[config.mk]
export PLATFORM = sky130hd
export DESIGN_NAME = banked_regfile_psrstack
export DESIGN_NICKNAME = d
export VERILOG_FILES = /design/src/rtl/regfile_pkg.sv /design/src/rtl/psr_stack.sv /design/src/rtl/banked_regfile_psrstack.sv
export SDC_FILE = /design/constraint.sdc
export NUM_CORES = 1
export LEC_CHECK = 0
export ABC_AREA = 1
export CAP_MARGIN = 20
export CORE_ASPECT_RATIO = 0.8
export CORE_MARGIN = 2
export CORE_UTILIZATION = 30
export DETAILED_ROUTE_END_ITERATION = 6
export GPL_TIMING_DRIVEN = 1
export MAX_ROUTING_LAYER = met4
export SYNTH_ARGS = -nofsm -noshare
export SYNTH_HDL_FRONTEND = slang
export SYNTH_SLANG_ARGS = --single-unit
[constraint.sdc]
create_clock -name clk -period 2.37 [get_ports clk]
set_clock_uncertainty 0.15 [all_clocks]
set_input_delay 0.237 -clock clk [delete_from_list [all_inputs] [get_ports clk]]
set_output_delay 0.237 -clock clk [all_outputs]
set_load 0.005 [all_outputs]
[src/rtl/regfile_pkg.sv]
`default_nettype none
// ============================================================================
//  Module      : regfile_pkg
//  Description : Shared defaults, bank encoding and address split helpers
//                for the banked register file.
//  Revision    : 1.0
// ============================================================================
package regfile_pkg;

  localparam int DATA_W_DEF = 16;
  localparam int REG_AW_DEF = 3;

  typedef enum logic {
    BANK_GPR = 1'b0,
    BANK_CTL = 1'b1
  } bank_e;

  // Address layout is {bank, index}; the bank bit sits just above the index.
  function automatic bank_e addr_bank(input logic [31:0] addr, input int aw);
    return bank_e'(addr[aw[4:0]]);
  endfunction

  function automatic logic [31:0] addr_index(input logic [31:0] addr, input int aw);
    return addr & ((32'd1 << aw) - 32'd1);
  endfunction

endpackage
`default_nettype wire

[src/rtl/psr_stack.sv]
`default_nettype none
// ============================================================================
//  Module      : psr_stack
//  Description : Saturating LIFO of saved PSR values with sticky
//                overflow / underflow flags.
//  Revision    : 1.0
// ============================================================================
module psr_stack #(
  parameter int DATA_W = 16,
  parameter int DEPTH  = 4
) (
  input  logic                       clk,
  input  logic                       reset_n,
  input  logic                       push,
  input  logic                       pop,
  input  logic                       err_clr,
  input  logic [DATA_W-1:0]          din,
  output logic [DATA_W-1:0]          dout,
  output logic [$clog2(DEPTH+1)-1:0] count,
  output logic                       full,
  output logic                       empty,
  output logic                       ovf,
  output logic                       unf
);

  localparam int CNT_W = $clog2(DEPTH + 1);
  localparam int IDX_W = $clog2(DEPTH);

  logic [DATA_W-1:0] r_mem [DEPTH];
  logic [CNT_W-1:0]  r_count;
  logic              r_ovf;
  logic              r_unf;

  logic              w_do_push;
  logic              w_do_pop;
  logic              w_set_ovf;
  logic              w_set_unf;
  logic [IDX_W-1:0]  w_top_idx;
  logic [IDX_W-1:0]  w_wr_idx;

  assign full      = (r_count == CNT_W'(DEPTH));
  assign empty     = (r_count == '0);
  assign w_top_idx = IDX_W'(r_count - CNT_W'(1));
  assign w_wr_idx  = IDX_W'(r_count);
  assign dout      = empty ? '0 : r_mem[w_top_idx];
  assign count     = r_count;
  assign ovf       = r_ovf;
  assign unf       = r_unf;

  // Simultaneous push and pop cancel out and raise no error.
  assign w_do_push = push && !pop && !full;
  assign w_do_pop  = pop && !push && !empty;
  assign w_set_ovf = push && !pop && full;
  assign w_set_unf = pop && !push && empty;

  always_ff @(posedge clk or negedge reset_n) begin
    if (!reset_n) begin
      for (int i = 0; i < DEPTH; i++) begin
        r_mem[i] <= '0;
      end
      r_count <= '0;
      r_ovf   <= 1'b0;
      r_unf   <= 1'b0;
    end else begin
      if (w_do_push) begin
        r_mem[w_wr_idx] <= din;
        r_count         <= r_count + CNT_W'(1);
      end else if (w_do_pop) begin
        r_count <= r_count - CNT_W'(1);
      end

      if (w_set_ovf) begin
        r_ovf <= 1'b1;
      end else if (err_clr) begin
        r_ovf <= 1'b0;
      end

      if (w_set_unf) begin
        r_unf <= 1'b1;
      end else if (err_clr) begin
        r_unf <= 1'b0;
      end
    end
  end

endmodule
`default_nettype wire

[src/rtl/banked_regfile_psrstack.sv]
`default_nettype none
// ============================================================================
//  Module      : banked_regfile_psrstack
//  Description : Two-bank register file (general + control) with two read
//                ports, prioritised dual write, optional bypass and a PSR
//                save stack for nested traps.
//  Revision    : 1.0
// ============================================================================
module banked_regfile_psrstack
  import regfile_pkg::*;
#(
  parameter int DATA_W    = DATA_W_DEF,
  parameter int REG_AW    = REG_AW_DEF,
  parameter int PSR_DEPTH = 4,
  parameter int BYPASS    = 1
) (
  input  logic                           clk,
  input  logic                           reset_n,
  input  logic [REG_AW:0]                ra1,
  input  logic [REG_AW:0]                ra2,
  output logic [DATA_W-1:0]              rd1,
  output logic [DATA_W-1:0]              rd2,
  input  logic [REG_AW:0]                wa_a,
  input  logic [REG_AW:0]                wa_b,
  input  logic [DATA_W-1:0]              wd_a,
  input  logic [DATA_W-1:0]              wd_b,
  input  logic                           we_a,
  input  logic                           we_b,
  input  logic [DATA_W-1:0]              psr_in,
  input  logic                           psr_we,
  input  logic                           psr_push,
  input  logic                           psr_pop,
  input  logic                           err_clr,
  output logic [DATA_W-1:0]              psr_out,
  output logic [$clog2(PSR_DEPTH+1)-1:0] stk_count,
  output logic                           stk_full,
  output logic                           stk_empty,
  output logic                           stk_ovf,
  output logic                           stk_unf
);

  localparam int NREG = 1 << REG_AW;

  logic [DATA_W-1:0] r_gpr [NREG];
  logic [DATA_W-1:0] r_ctl [NREG];
  logic [DATA_W-1:0] r_psr;

  logic [REG_AW-1:0] w_idx_a;
  logic [REG_AW-1:0] w_idx_b;
  bank_e             w_bank_a;
  bank_e             w_bank_b;
  logic              w_wr_a;
  logic              w_wr_b;
  logic [DATA_W-1:0] w_stk_top;

  assign w_idx_a  = REG_AW'(addr_index(32'(wa_a), REG_AW));
  assign w_idx_b  = REG_AW'(addr_index(32'(wa_b), REG_AW));
  assign w_bank_a = addr_bank(32'(wa_a), REG_AW);
  assign w_bank_b = addr_bank(32'(wa_b), REG_AW);

  // Port B loses to port A on an address collision; index 0 is never written.
  assign w_wr_a = we_a && (w_idx_a != '0);
  assign w_wr_b = we_b && (w_idx_b != '0) && !(we_a && (wa_a == wa_b));

  always_ff @(posedge clk or negedge reset_n) begin
    if (!reset_n) begin
      for (int i = 0; i < NREG; i++) begin
        r_gpr[i] <= '0;
        r_ctl[i] <= '0;
      end
    end else begin
      if (w_wr_a) begin
        if (w_bank_a == BANK_CTL) r_ctl[w_idx_a] <= wd_a;
        else                      r_gpr[w_idx_a] <= wd_a;
      end
      if (w_wr_b) begin
        if (w_bank_b == BANK_CTL) r_ctl[w_idx_b] <= wd_b;
        else                      r_gpr[w_idx_b] <= wd_b;
      end
    end
  end

  logic [1:0][REG_AW:0]   w_ra;
  logic [1:0][DATA_W-1:0] w_rd;

  assign w_ra = {ra2, ra1};

  for (genvar p = 0; p < 2; p++) begin : g_rd
    logic [REG_AW-1:0] w_idx;
    bank_e             w_bank;
    logic [DATA_W-1:0] w_stored;
    logic              w_hit_a;
    logic              w_hit_b;

    assign w_idx    = REG_AW'(addr_index(32'(w_ra[p]), REG_AW));
    assign w_bank   = addr_bank(32'(w_ra[p]), REG_AW);
    assign w_stored = (w_idx == '0)         ? '0 :
                      (w_bank == BANK_CTL)  ? r_ctl[w_idx] : r_gpr[w_idx];
    assign w_hit_a  = (BYPASS != 0) && w_wr_a && (wa_a == w_ra[p]);
    assign w_hit_b  = (BYPASS != 0) && w_wr_b && (wa_b == w_ra[p]);
    assign w_rd[p]  = w_hit_a ? wd_a : (w_hit_b ? wd_b : w_stored);
  end

  assign rd1 = w_rd[0];
  assign rd2 = w_rd[1];

  psr_stack #(
    .DATA_W (DATA_W),
    .DEPTH  (PSR_DEPTH)
  ) u_psr_stack (
    .clk     (clk),
    .reset_n (reset_n),
    .push    (psr_push),
    .pop     (psr_pop),
    .err_clr (err_clr),
    .din     (r_psr),
    .dout    (w_stk_top),
    .count   (stk_count),
    .full    (stk_full),
    .empty   (stk_empty),
    .ovf     (stk_ovf),
    .unf     (stk_unf)
  );

  // A successful pop restores the saved PSR and overrides psr_we.
  always_ff @(posedge clk or negedge reset_n) begin
    if (!reset_n) begin
      r_psr <= '0;
    end else if (psr_pop && !psr_push && !stk_empty) begin
      r_psr <= w_stk_top;
    end else if (psr_we) begin
      r_psr <= psr_in;
    end
  end

  assign psr_out = r_psr;

endmodule
`default_nettype wire

# Yosys cells after proc, flatten, opt, wreduce, memory -nomap -nowiden
# Index checks and enable logic that the tools add are counted.
# word_totals
reg_bits	341
input_bits	72
out_inout_bits	55
word_cells	128
# op_classes
addsub	2
order_cmp	9
n_eq_ne	6
mux	50
n_bitwise	6
n_reduce_logical	31
# op_table
operator	count
128-bit 2-to-1 mux	8
128-bit bitwise mux	4
16-bit 2-to-1 mux	24
16-bit binary-select mux with 3-bit select	4
16-bit demux with 3-bit select	2
64-bit bitwise mux	1
16-bit binary-select mux with 2-bit select	1
16-bit demux with 2-bit select	1
4-bit equality test	5
1-bit logical AND	17
4-bit >= comparator (second input constant)	4
3-bit inverter with 4-bit output	4
3-bit zero test	3
4-bit by 1-bit less-than comparator with 1-bit output (second input constant)	2
2-bit nonzero test	4
3-bit >= comparator (second input constant)	2
3-bit 2-to-1 mux	2
2-bit inverter with 3-bit output	2
3-bit nonzero test	2
1-bit zero test	5
3-bit by 1-bit adder with 3-bit output (second input constant)	1
3-bit equality test (second input constant)	1
3-bit by 1-bit less-than comparator with 1-bit output (second input constant)	1
1-bit 2-to-1 mux	3
3-bit by 1-bit subtractor with 3-bit output (second input constant)	1

# Depth between registers and ports, before layout
# Gate-level depths: netlist of the first run.
# depth
depth_word	11
mapped_depth	14

# Cells and area by module
# From an unflattened synthesis of the first run, not the netlist that was laid out.
# unflattened
hier_cells	3822
hier_area_um2	23714.0
# by_module_without_submodules
module	instances	cells_each	area_each_um2	seq_area_each_um2
banked_regfile_psrstack	1	3404	20043.0	6806.5
psr_stack	1	418	3671.0	1726.7

# Worst setup path before layout of the first run
# No wires, ideal clock.
# synth_timing
path_type	flip-flop to flip-flop
start	register u_psr_stack.r_count[0] (netlist: u_psr_stack.count[0])
end	register r_psr[11] (netlist: psr_out[11])
arrival_ns	2.286
path_slack_ns	-0.197
stages_incl_launch_ff	12
n_path_buf	3
synth_period_minus_slack_ns	2.567
cell_sequence	dfrtp_1 -> inv_1 -> clkbuf_1 -> ha_1 -> inv_1 -> o211ai_1 -> inv_1 -> or2_2 -> clkbuf_1 -> clkbuf_1 -> o211ai_1 -> o21ai_0
# synth_between
elab_chain_len	7
elab_cells_between_ends	11
# synth_lines
element	line_no	source
from (decl)	psr_stack.sv:30	logic [CNT_W-1:0] r_count;
from (signal assigned)	psr_stack.sv:67	r_count <= r_count + CNT_W'(1);
from (signal assigned)	psr_stack.sv:69	r_count <= r_count - CNT_W'(1);
3-bit by 1-bit subtractor with 3-bit output	psr_stack.sv:43	assign w_top_idx = IDX_W'(r_count - CNT_W'(1));
named net u_psr_stack.w_top_idx[0]	psr_stack.sv:38	logic [IDX_W-1:0] w_top_idx;
2-bit inverter with 3-bit output (not written as such)	psr_stack.sv:45	assign dout = empty ? '0 : r_mem[w_top_idx];
16-bit binary-select mux with 2-bit select	psr_stack.sv:45	
16-bit 2-to-1 mux (not written as such) (2 in series)	psr_stack.sv:45	
16-bit 2-to-1 mux	psr_stack.sv:45	
16-bit 2-to-1 mux	banked_regfile_psrstack.sv:129	end else if (psr_pop && !psr_push && !stk_empty) begin
to (signal assigned)	banked_regfile_psrstack.sv:130	r_psr <= w_stk_top;
to (signal assigned)	banked_regfile_psrstack.sv:132	r_psr <= psr_in;
to (decl)	banked_regfile_psrstack.sv:46	logic [DATA_W-1:0] r_psr;
# The timed path passes the listed nets, and every way through them passes these cells. The select of a mux whose other input is x is not followed.
# A chain may end at the register's enable or synchronous reset.

# Final worst setup path of the first run
# layout_timing
start	register r_gpr[39] (netlist bit)
end	output port rd1[7]
# layout_between
elab_chain_len	7
# layout_lines
element	line_no	source
from (decl)	banked_regfile_psrstack.sv:44	logic [DATA_W-1:0] r_gpr [NREG];
from (signal, indexed assignment)	banked_regfile_psrstack.sv:74	else r_gpr[w_idx_a] <= wd_a;
from (signal, indexed assignment)	banked_regfile_psrstack.sv:78	else r_gpr[w_idx_b] <= wd_b;
16-bit binary-select mux with 3-bit select	banked_regfile_psrstack.sv:98	(w_bank == BANK_CTL) ? r_ctl[w_idx] : r_gpr[w_idx];
16-bit 2-to-1 mux (not written as such) (2 in series)	banked_regfile_psrstack.sv:98	
16-bit 2-to-1 mux	banked_regfile_psrstack.sv:98	
16-bit 2-to-1 mux	banked_regfile_psrstack.sv:97	assign w_stored = (w_idx == '0) ? '0 :
16-bit 2-to-1 mux (2 in series)	banked_regfile_psrstack.sv:101	assign w_rd[p] = w_hit_a ? wd_a : (w_hit_b ? wd_b : w_stored);
to (decl)	banked_regfile_psrstack.sv:21	output logic [DATA_W-1:0] rd1,
# Every way passes these cells. The select of a mux whose other input is x is not followed.

==> results of run 1 <==
[Yosys cell counts (all sizes together)]
master	count	area share
nand2	1556	0.26
o221ai	8	0.0031
ha	5	0.0027
o21ai	554	0.12
nor3	7	0.0015
nand3	335	0.073
clkinv	1	0.00016
buf	84	0.019
o211ai	8	0.0026
nand4	34	0.0093
clkbuf	229	0.038
a21oi	9	0.0020
o31ai	1	0.00033
o22ai	18	0.0049
or2	2	0.00055
nor2	194	0.035
a31oi	1	0.00093
xnor2	6	0.0023
inv	336	0.055
xor2	2	0.00076
dfrtp	341	0.37
[power by group]
part           internal [mW]  switching, mW
logic                   3.15           5.16
registers               7.42          0.846
clock network           3.83           2.86
[timing repair]
action,CTS,global route
endpoints found under the hold margin,341,0
hold buffers,2,0
endpoints found under the setup margin,34,35
resized for setup,267,161
cloned,1,0
buffers inserted,12,19
pin swaps,75,104
[cells by family after synthesis]
kind of cell | count (synthesis)
buf+inv | 650
flops | 341
compound gates | 599
fa+ha+maj | 5
simple gates | 2128
xor+xnor | 8
[worst max-delay path, stage by stage (launching register included)]
cell     delay (ps)
dfrtp_1         370
inv_2           120
nand2_1          80
nand3_1          80
nand2_1          90
nand2_1          80
nand3_2         120
nand2_4         130
nor2_4           40
nor2_2           90
nor2_1           40
buf_2           120
[through the flow]
step | hold WS [ps] | cell area (um2)
floorplan | -209 | 22900
global placement | 4.91 | 26900
detailed placement | 10.3 | 26900
CTS | 67.3 | 28900
global route | 110 | 29300
finish | 83.0 | 29300
[final cells by class]
| cell class | instances | area share |
|---|---|---|
| flip-flops and latches | 341 | 0.291 |
| clock inverters | 16 | 0.00786 |
| diodes | 2 | 0.000171 |
| repair buffers | 406 | 0.140 |
| clock buffers | 58 | 0.0400 |
| well taps | 1012 | 0.0432 |
| multi-input cells | 2740 | 0.434 |
| inverters | 337 | 0.0436 |
[how the worst max path moves through the flow]
stage / startpoint / endpoint / slack (ps) / cells past startpoint
after floorplan: u_psr_stack.count[0] / psr_out[11] / 20 / 11
after global placement: wa_b[0] / rd2[5] / -430 / 11
after global routing: r_ctl[99] / rd1[3] / -80 / 11
after detailed placement: wa_b[0] / rd1[11] / -440 / 11
final: r_gpr[39] / rd1[7] / 9 / 11
after CTS: r_gpr[100] / rd2[4] / -20 / 11
[routing by layer]
metal  global-route usage  vias up
li1                     -    12000
met1                0.364    11800
met2                0.346     1405
met3               0.0483      178
met4               0.0668        0
met5                    -        -
[state kept, by name, indices dropped and copies added, names as in the netlist]
| register | cells |
|---|---|
| r_ctl | 128 |
| u_psr_stack.ovf | 1 |
| u_psr_stack.unf | 1 |
| u_psr_stack.count | 3 |
| r_gpr | 128 |
| u_psr_stack.r_mem | 64 |
| psr_out | 16 |
==> impl_metrics.prom, run 1 <==
# TYPE chip_impl_metric gauge
chip_impl_metric{name="detail_route.wirelength.met1",unit="um"} 44000
chip_impl_info{name="tritoncts_clock_tree",value="built"} 1
chip_impl_metric{name="grt_antenna_before_repair",unit=""} 3
chip_impl_metric{name="detailedRoute.firstPassIterationCount",unit=""} 6
chip_impl_metric{name="fmax",unit="MHz"} 424
chip_impl_metric{name="period_needed",unit="ps"} 2360
chip_impl_metric{name="drive_gt1_frac",unit=""} 0.175
chip_impl_metric{name="num_rows",unit=""} 90
chip_impl_metric{name="timing.hold.worst_path_depth",unit=""} 2
chip_impl_info{name="worstSetupPathType",value="register to output port"} 1
chip_impl_metric{name="worst_skew_pair.late_latency",unit="ps"} 600
chip_impl_metric{name="fin_setup_tns",unit="ps"} 0
chip_impl_metric{name="worst_r2r_path_depth",unit=""} 8
chip_impl_metric{name="postRouteAntennaNets",unit=""} 0
chip_impl_metric{name="cts_made_buffers",unit=""} 42
chip_impl_metric{name="synth_nets",unit=""} 3808
chip_impl_metric{name="floorplan.die.width",unit="um"} 313
chip_impl_metric{name="floorplan.die_area",unit="um2"} 78700
chip_impl_metric{name="grt_overflow_total",unit=""} 0
chip_impl_metric{name="synth_seq_area_share",unit=""} 0.372
chip_impl_metric{name="vias_per_cell",unit=""} 5.16
chip_impl_info{name="min-delay-path-class",value="input port to register"} 1
chip_impl_info{name="grt_setup_unrepaired",value="yes"} 1
chip_impl_info{name="layout_commonest_cell",value="nand2_1"} 1
chip_impl_metric{name="post_synthesis_compound_gate_area_fraction",unit=""} 0.135
chip_impl_metric{name="syn-instance-count",unit=""} 3731
chip_impl_metric{name="route.met3.wl",unit="um"} 10900
chip_impl_metric{name="place_inst",unit=""} 4803
chip_impl_metric{name="areaGrowthSynthToFinish",unit="%"} 27.7
chip_impl_info{name="start_kind",value="register"} 1
chip_impl_metric{name="port_buffers",unit=""} 126
chip_impl_metric{name="reg2reg_setup_slack",unit="ps"} 230
chip_impl_metric{name="post_drt_wl_per_cell",unit="um"} 19.8
chip_impl_metric{name="area_of_the_multi_input_gates",unit="um2"} 12700
chip_impl_metric{name="final_min_period_over_clock_period",unit=""} 0.996
chip_impl_metric{name="via_count",unit=""} 25300
chip_impl_metric{name="max_cap_viol_count",unit=""} 0
chip_impl_info{name="mostFrequentLayoutCells",value="nand2_1 (1,478), o21ai_0 (441), dfrtp_1 (340), nand3_1 (261), inv_1 (231)"} 1
chip_impl_metric{name="grt_first_pass_wirelength",unit="um"} 147000
chip_impl_metric{name="grt_max_degree",unit=""} 54
chip_impl_metric{name="finalSetupViolations",unit=""} 0
chip_impl_metric{name="clk_pin_slew",unit="ps"} 60
chip_impl_info{name="rr_endpoint",value="psr_out[1]"} 1
chip_impl_metric{name="first_global_vias",unit=""} 22900
chip_impl_metric{name="post-layout-total-power",unit="mW"} 23.3
chip_impl_metric{name="timing.critical_path.required",unit="ps"} 1980
chip_impl_metric{name="fill_cells",unit=""} 8054
chip_impl_info{name="synth_top_family_by_area",value="simple AND/OR/NAND/NOR gates"} 1
chip_impl_metric{name="drc",unit=""} 0
chip_impl_metric{name="final_hold_viol_count",unit=""} 0
chip_impl_metric{name="layoutNonFillerInstCount",unit=""} 4912
chip_impl_metric{name="design.core.area",unit="um2"} 75600
chip_impl_metric{name="cts-htree-levels",unit=""} 2
chip_impl_metric{name="muxShareOfSynthArea",unit=""} 0
chip_impl_metric{name="netlist-cell-type-count",unit=""} 35
chip_impl_metric{name="design.final.nets",unit=""} 3945
chip_impl_metric{name="grtUsageTotal",unit=""} 0.249
chip_impl_metric{name="clock_sinks",unit=""} 341
chip_impl_metric{name="clock_path_buffers",unit=""} 3
chip_impl_metric{name="leakagePower",unit="nW"} 15.0
chip_impl_metric{name="totalWireLength",unit="um"} 97100
chip_impl_metric{name="synth-xor-area-share",unit=""} 0.00306
chip_impl_metric{name="synth.yosys.warnings",unit=""} 0
chip_impl_metric{name="placement.setup.worst_slack",unit="ps"} -437
chip_impl_metric{name="cp.arrival",unit="ps"} 1970
chip_impl_metric{name="max-vdd-ir-drop",unit="uV"} 462
chip_impl_metric{name="floorplan.initialDensity",unit=""} 0.303
chip_impl_metric{name="place.gp.congestion",unit=""} 0.992
chip_impl_metric{name="finalMaxSlewViolations",unit=""} 0
chip_impl_info{name="whs_endpoint",value="u_psr_stack.unf"} 1
chip_impl_metric{name="syn_area_per_cell",unit="um2"} 6.14
chip_impl_metric{name="dp_hpwl",unit="um"} 67200
chip_impl_metric{name="post_synth_instance_area",unit="um2"} 22900
chip_impl_metric{name="biggest_fanout_along_the_worst_timing_path",unit=""} 3
chip_impl_info{name="min-delay-start",value="err_clr"} 1
chip_impl_metric{name="utilization",unit=""} 0.387
chip_impl_info{name="root_buffer",value="clkbuf_16"} 1
chip_impl_metric{name="die_h",unit="um"} 251
chip_impl_metric{name="yosys.area_share.adder",unit=""} 0.00273
chip_impl_metric{name="power_density",unit="nW/um2"} 794
chip_impl_info{name="timing.critical_path.to_type",value="output port"} 1
chip_impl_metric{name="met2_length",unit="um"} 39500
chip_impl_metric{name="post_synth_and_or_nand_nor_area_fraction",unit=""} 0.375
chip_impl_metric{name="timing.max_slew.rel_slack",unit=""} 0.628
chip_impl_metric{name="design.portCount",unit=""} 127
chip_impl_info{name="outcome",value="finished clean"} 1
chip_impl_info{name="highest-signal-layer",value="met4"} 1
chip_impl_metric{name="ys_ff_latch",unit=""} 341
chip_impl_metric{name="worstMarginPinSlew",unit="ps"} 558
chip_impl_info{name="critical_path.reg2reg.startpoint",value="u_psr_stack.count[0]"} 1
chip_impl_metric{name="layout_setup_ws",unit="ps"} 9.36
chip_impl_metric{name="register_area",unit="um2"} 8530
chip_impl_metric{name="drt_first_iter_violations",unit=""} 3400
Note: power is estimated with default switching activity, not from simulation.
==> inputs of run 2 (changes only) <==
--- a/config.mk
+++ b/config.mk
@@ -9,10 +9,12 @@
 export CAP_MARGIN = 20
 export CORE_ASPECT_RATIO = 0.8
 export CORE_MARGIN = 2
-export CORE_UTILIZATION = 30
+export CORE_UTILIZATION = 55
+export CTS_CLUSTER_SIZE = 16
 export DETAILED_ROUTE_END_ITERATION = 6
 export GPL_TIMING_DRIVEN = 1
 export MAX_ROUTING_LAYER = met4
+export PLACE_DENSITY = 0.77
 export SYNTH_ARGS = -nofsm -noshare
 export SYNTH_HDL_FRONTEND = slang
 export SYNTH_SLANG_ARGS = --single-unit
==> run 2 against run 1 <==
  * The run now ends with DRC, setup timing left
  * Total power down 3.1%
  * Die area down 45%
  * Core utilization up 31 points
  * Register-to-register slack about the same
  * Global-route usage up 15 points
  * Routed wire length down 9.7%
  * Worst hold slack better by 19 ps
  * Non-clock buffer count down 10
  * Critical endpoint is now rd1[3]
==> impl_metrics.prom, run 2 (same netlist as run 1, synthesis figures left out) <==
# TYPE chip_impl_metric gauge
chip_impl_info{name="outcome",value="complete, but fails checks"} 1
chip_impl_info{name="failing_checks",value="DRC, setup timing"} 1
chip_impl_metric{name="drc",unit=""} 31
chip_impl_metric{name="fin_setup_tns",unit="ps"} -34.0
chip_impl_metric{name="max_cap_viol_count",unit=""} 0
chip_impl_metric{name="cts_made_buffers",unit=""} 37
chip_impl_metric{name="layout_setup_ws",unit="ps"} -31.9
chip_impl_metric{name="floorplan.die.width",unit="um"} 232
chip_impl_metric{name="clock_sinks",unit=""} 341
chip_impl_metric{name="postRouteAntennaNets",unit=""} 0
chip_impl_metric{name="floorplan.die_area",unit="um2"} 43300
chip_impl_metric{name="totalWireLength",unit="um"} 87700
chip_impl_metric{name="num_rows",unit=""} 66
chip_impl_metric{name="pwr-share-clk",unit=""} 0.251
chip_impl_metric{name="fill_cells",unit=""} 3439
chip_impl_metric{name="switching_power_as_a_share_of_total_power",unit=""} 0.389
chip_impl_metric{name="first_global_vias",unit=""} 23100
chip_impl_metric{name="groute.layer.met3.usage",unit=""} 0.157
chip_impl_info{name="cpMaxStageDelayCell",value="dfrtp_1"} 1
chip_impl_metric{name="timing.critical_path.required",unit="ps"} 1980
chip_impl_metric{name="grt_max_degree",unit=""} 63
chip_impl_metric{name="leakagePower",unit="nW"} 14.8
chip_impl_metric{name="layoutNonFillerInstCount",unit=""} 4415
chip_impl_metric{name="reg2reg_setup_slack",unit="ps"} 220
chip_impl_metric{name="placed_cell_area",unit="um2"} 26100
chip_impl_metric{name="max-vdd-ir-drop",unit="uV"} 596
chip_impl_info{name="min-delay-path-class",value="input port to async pin"} 1
chip_impl_metric{name="design.portCount",unit=""} 127
chip_impl_info{name="root_buffer",value="clkbuf_16"} 1
chip_impl_metric{name="design.core.area",unit="um2"} 40900
chip_impl_metric{name="place.gp.congestion",unit=""} 1.05
chip_impl_metric{name="post_drt_wl_per_cell",unit="um"} 19.9
chip_impl_metric{name="post-layout-total-power",unit="mW"} 22.5
chip_impl_metric{name="clk_pin_slew",unit="ps"} 70
chip_impl_metric{name="via_count",unit=""} 26000
chip_impl_metric{name="finalSetupViolations",unit=""} 2
chip_impl_metric{name="cts-htree-levels",unit=""} 2
chip_impl_metric{name="final_hold_viol_count",unit=""} 0
chip_impl_metric{name="areaGrowthSynthToFinish",unit="%"} 23.7
chip_impl_metric{name="floorplan.initialDensity",unit=""} 0.561
chip_impl_info{name="largest_registers",value="r_ctl x128, r_gpr x128, u_psr_stack.r_mem x64"} 1
chip_impl_metric{name="fmax",unit="MHz"} 416
chip_impl_metric{name="clock_path_buffers",unit=""} 3
chip_impl_metric{name="worst_r2r_path_depth",unit=""} 8
chip_impl_info{name="tritoncts_clock_tree",value="built"} 1
chip_impl_metric{name="antennaDiodeCount",unit=""} 0
chip_impl_info{name="rr_endpoint",value="psr_out[11]"} 1
chip_impl_metric{name="worst_skew_pair.late_latency",unit="ps"} 550
chip_impl_info{name="grt_setup_unrepaired",value="yes"} 1
chip_impl_metric{name="cp_slowest_stage_delay",unit="ps"} 380
chip_impl_metric{name="grt_antenna_before_repair",unit=""} 0
chip_impl_info{name="worstSetupPathType",value="register to output port"} 1
chip_impl_metric{name="grt.met2_usage",unit=""} 0.528
chip_impl_metric{name="grtUsageTotal",unit=""} 0.404
chip_impl_metric{name="final_min_period_over_clock_period",unit=""} 1.01
chip_impl_info{name="mostFrequentLayoutCells",value="nand2_1 (1,470), o21ai_0 (441), dfrtp_1 (341), nand3_1 (264), inv_1 (226)"} 1
chip_impl_metric{name="biggest_fanout_along_the_worst_timing_path",unit=""} 2
chip_impl_metric{name="power_density",unit="nW/um2"} 795
chip_impl_metric{name="power_frac_seq",unit=""} 0.369
chip_impl_metric{name="cellInternalPower",unit="mW"} 13.8
chip_impl_metric{name="period_needed",unit="ps"} 2400
chip_impl_metric{name="grt_overflow_total",unit=""} 0
chip_impl_metric{name="timing.max_slew.rel_slack",unit=""} 0.605
chip_impl_metric{name="place_inst",unit=""} 4321
chip_impl_metric{name="die_h",unit="um"} 187
chip_impl_metric{name="detailedRoute.firstPassIterationCount",unit=""} 7
chip_impl_info{name="layout_commonest_cell",value="nand2_1"} 1
chip_impl_info{name="start_kind",value="register"} 1
chip_impl_metric{name="grt_first_pass_wirelength",unit="um"} 133000
chip_impl_metric{name="layout.cell_area.non_filler",unit="um2"} 28400
chip_impl_metric{name="utilization",unit=""} 0.694
chip_impl_metric{name="combPwrFrac",unit=""} 0.380
chip_impl_metric{name="vias_per_cell",unit=""} 5.88
chip_impl_metric{name="worstMarginPinSlew",unit="ps"} 591
chip_impl_metric{name="port_buffers",unit=""} 126
chip_impl_metric{name="globalRouteMet1Util",unit=""} 0.585
chip_impl_metric{name="net-switching-power",unit="mW"} 8.76
chip_impl_metric{name="dp_hpwl",unit="um"} 60600
chip_impl_metric{name="cp.arrival",unit="ps"} 2010
chip_impl_metric{name="drive_gt1_frac",unit=""} 0.170
chip_impl_metric{name="design.final.nets",unit=""} 3930
chip_impl_metric{name="finalMaxSlewViolations",unit=""} 0
chip_impl_info{name="critical_path.reg2reg.startpoint",value="u_psr_stack.count[1]"} 1
chip_impl_info{name="path_cells",value="inv_1, nand2_1, nand3_1, nand2_1, nand2_1, nand3_4, nand2_4, nor2_1, nor2_1, nor2_1, dlygate4sd2_1"} 1
chip_impl_metric{name="drt_first_iter_violations",unit=""} 3967
chip_impl_info{name="timing.critical_path.to_type",value="output port"} 1
chip_impl_info{name="grt_most_used_layer",value="met1"} 1
-- run 2: worst max-delay path by stage --
stage	startpoint	end
after CTS	r_gpr[71]	rd2[7]
after floorplan	u_psr_stack.count[0]	psr_out[11]
after global placement	wa_b[2]	rd1[6]
after global routing	r_gpr[46]	rd2[14]
final	r_gpr[3]	rd1[3]
after detailed placement	wa_b[2]	rd1[6]
-- run 2: stage by stage --
stage / worst slack, ps / hold slack (ps)
5_1_grt: -90.1 / 138
6_report: -31.9 / 102
3_3_place_gp: -453 / 79.6
2_1_floorplan: 22.5 / -209
4_1_cts: -8.53 / 101
3_5_place_dp: -439 / 81.8
-- run 2: power groups by stage --
stage | logic (mW) | clock network, mW | registers [mW]
floorplan | 4.98 | 0 | 8.09
global placement | 7.58 | 0 | 8.22
detailed placement | 7.73 | 0 | 8.29
CTS | 7.92 | 5.65 | 8.21
global route | 9.50 | 5.88 | 8.47
finish | 8.56 | 5.65 | 8.33
-- run 2: metal layers --
metal | share of wire | up-vias
met5 | 0 | -
met4 | 0.020 | 0
met3 | 0.17 | 192
met2 | 0.40 | 1923
met1 | 0.41 | 11900
li1 | - | 11900
-- run 2: layout make-up --
class                           instances  area (um2)  share of cell area
Multi-Input combinational cell       2740       12700               0.448
Sequential cell                       341        8530               0.301
Timing Repair Buffer                  396        4020               0.142
Inverter                              337        1290              0.0455
Clock buffer                           51        1050              0.0370
Tap cell                              544         681              0.0240
Clock inverter                          6        73.8             0.00260
-- run 2: timing repair --
action	in CTS	in global routing
gates resized for setup	178	269
endpoints found under the hold margin	286	0
buffers inserted	13	20
cloned	2	1
setup endpoints to repair	34	33
hold buffers	1	0
pin swaps	71	96
-- run 2: worst max-delay path, delay by kind of cell (launching register included) --
family / cells / cell delay, ps
and+or+nand+nor: 9 / 750
DFF: 1 / 380
buffers and inverters: 2 / 330
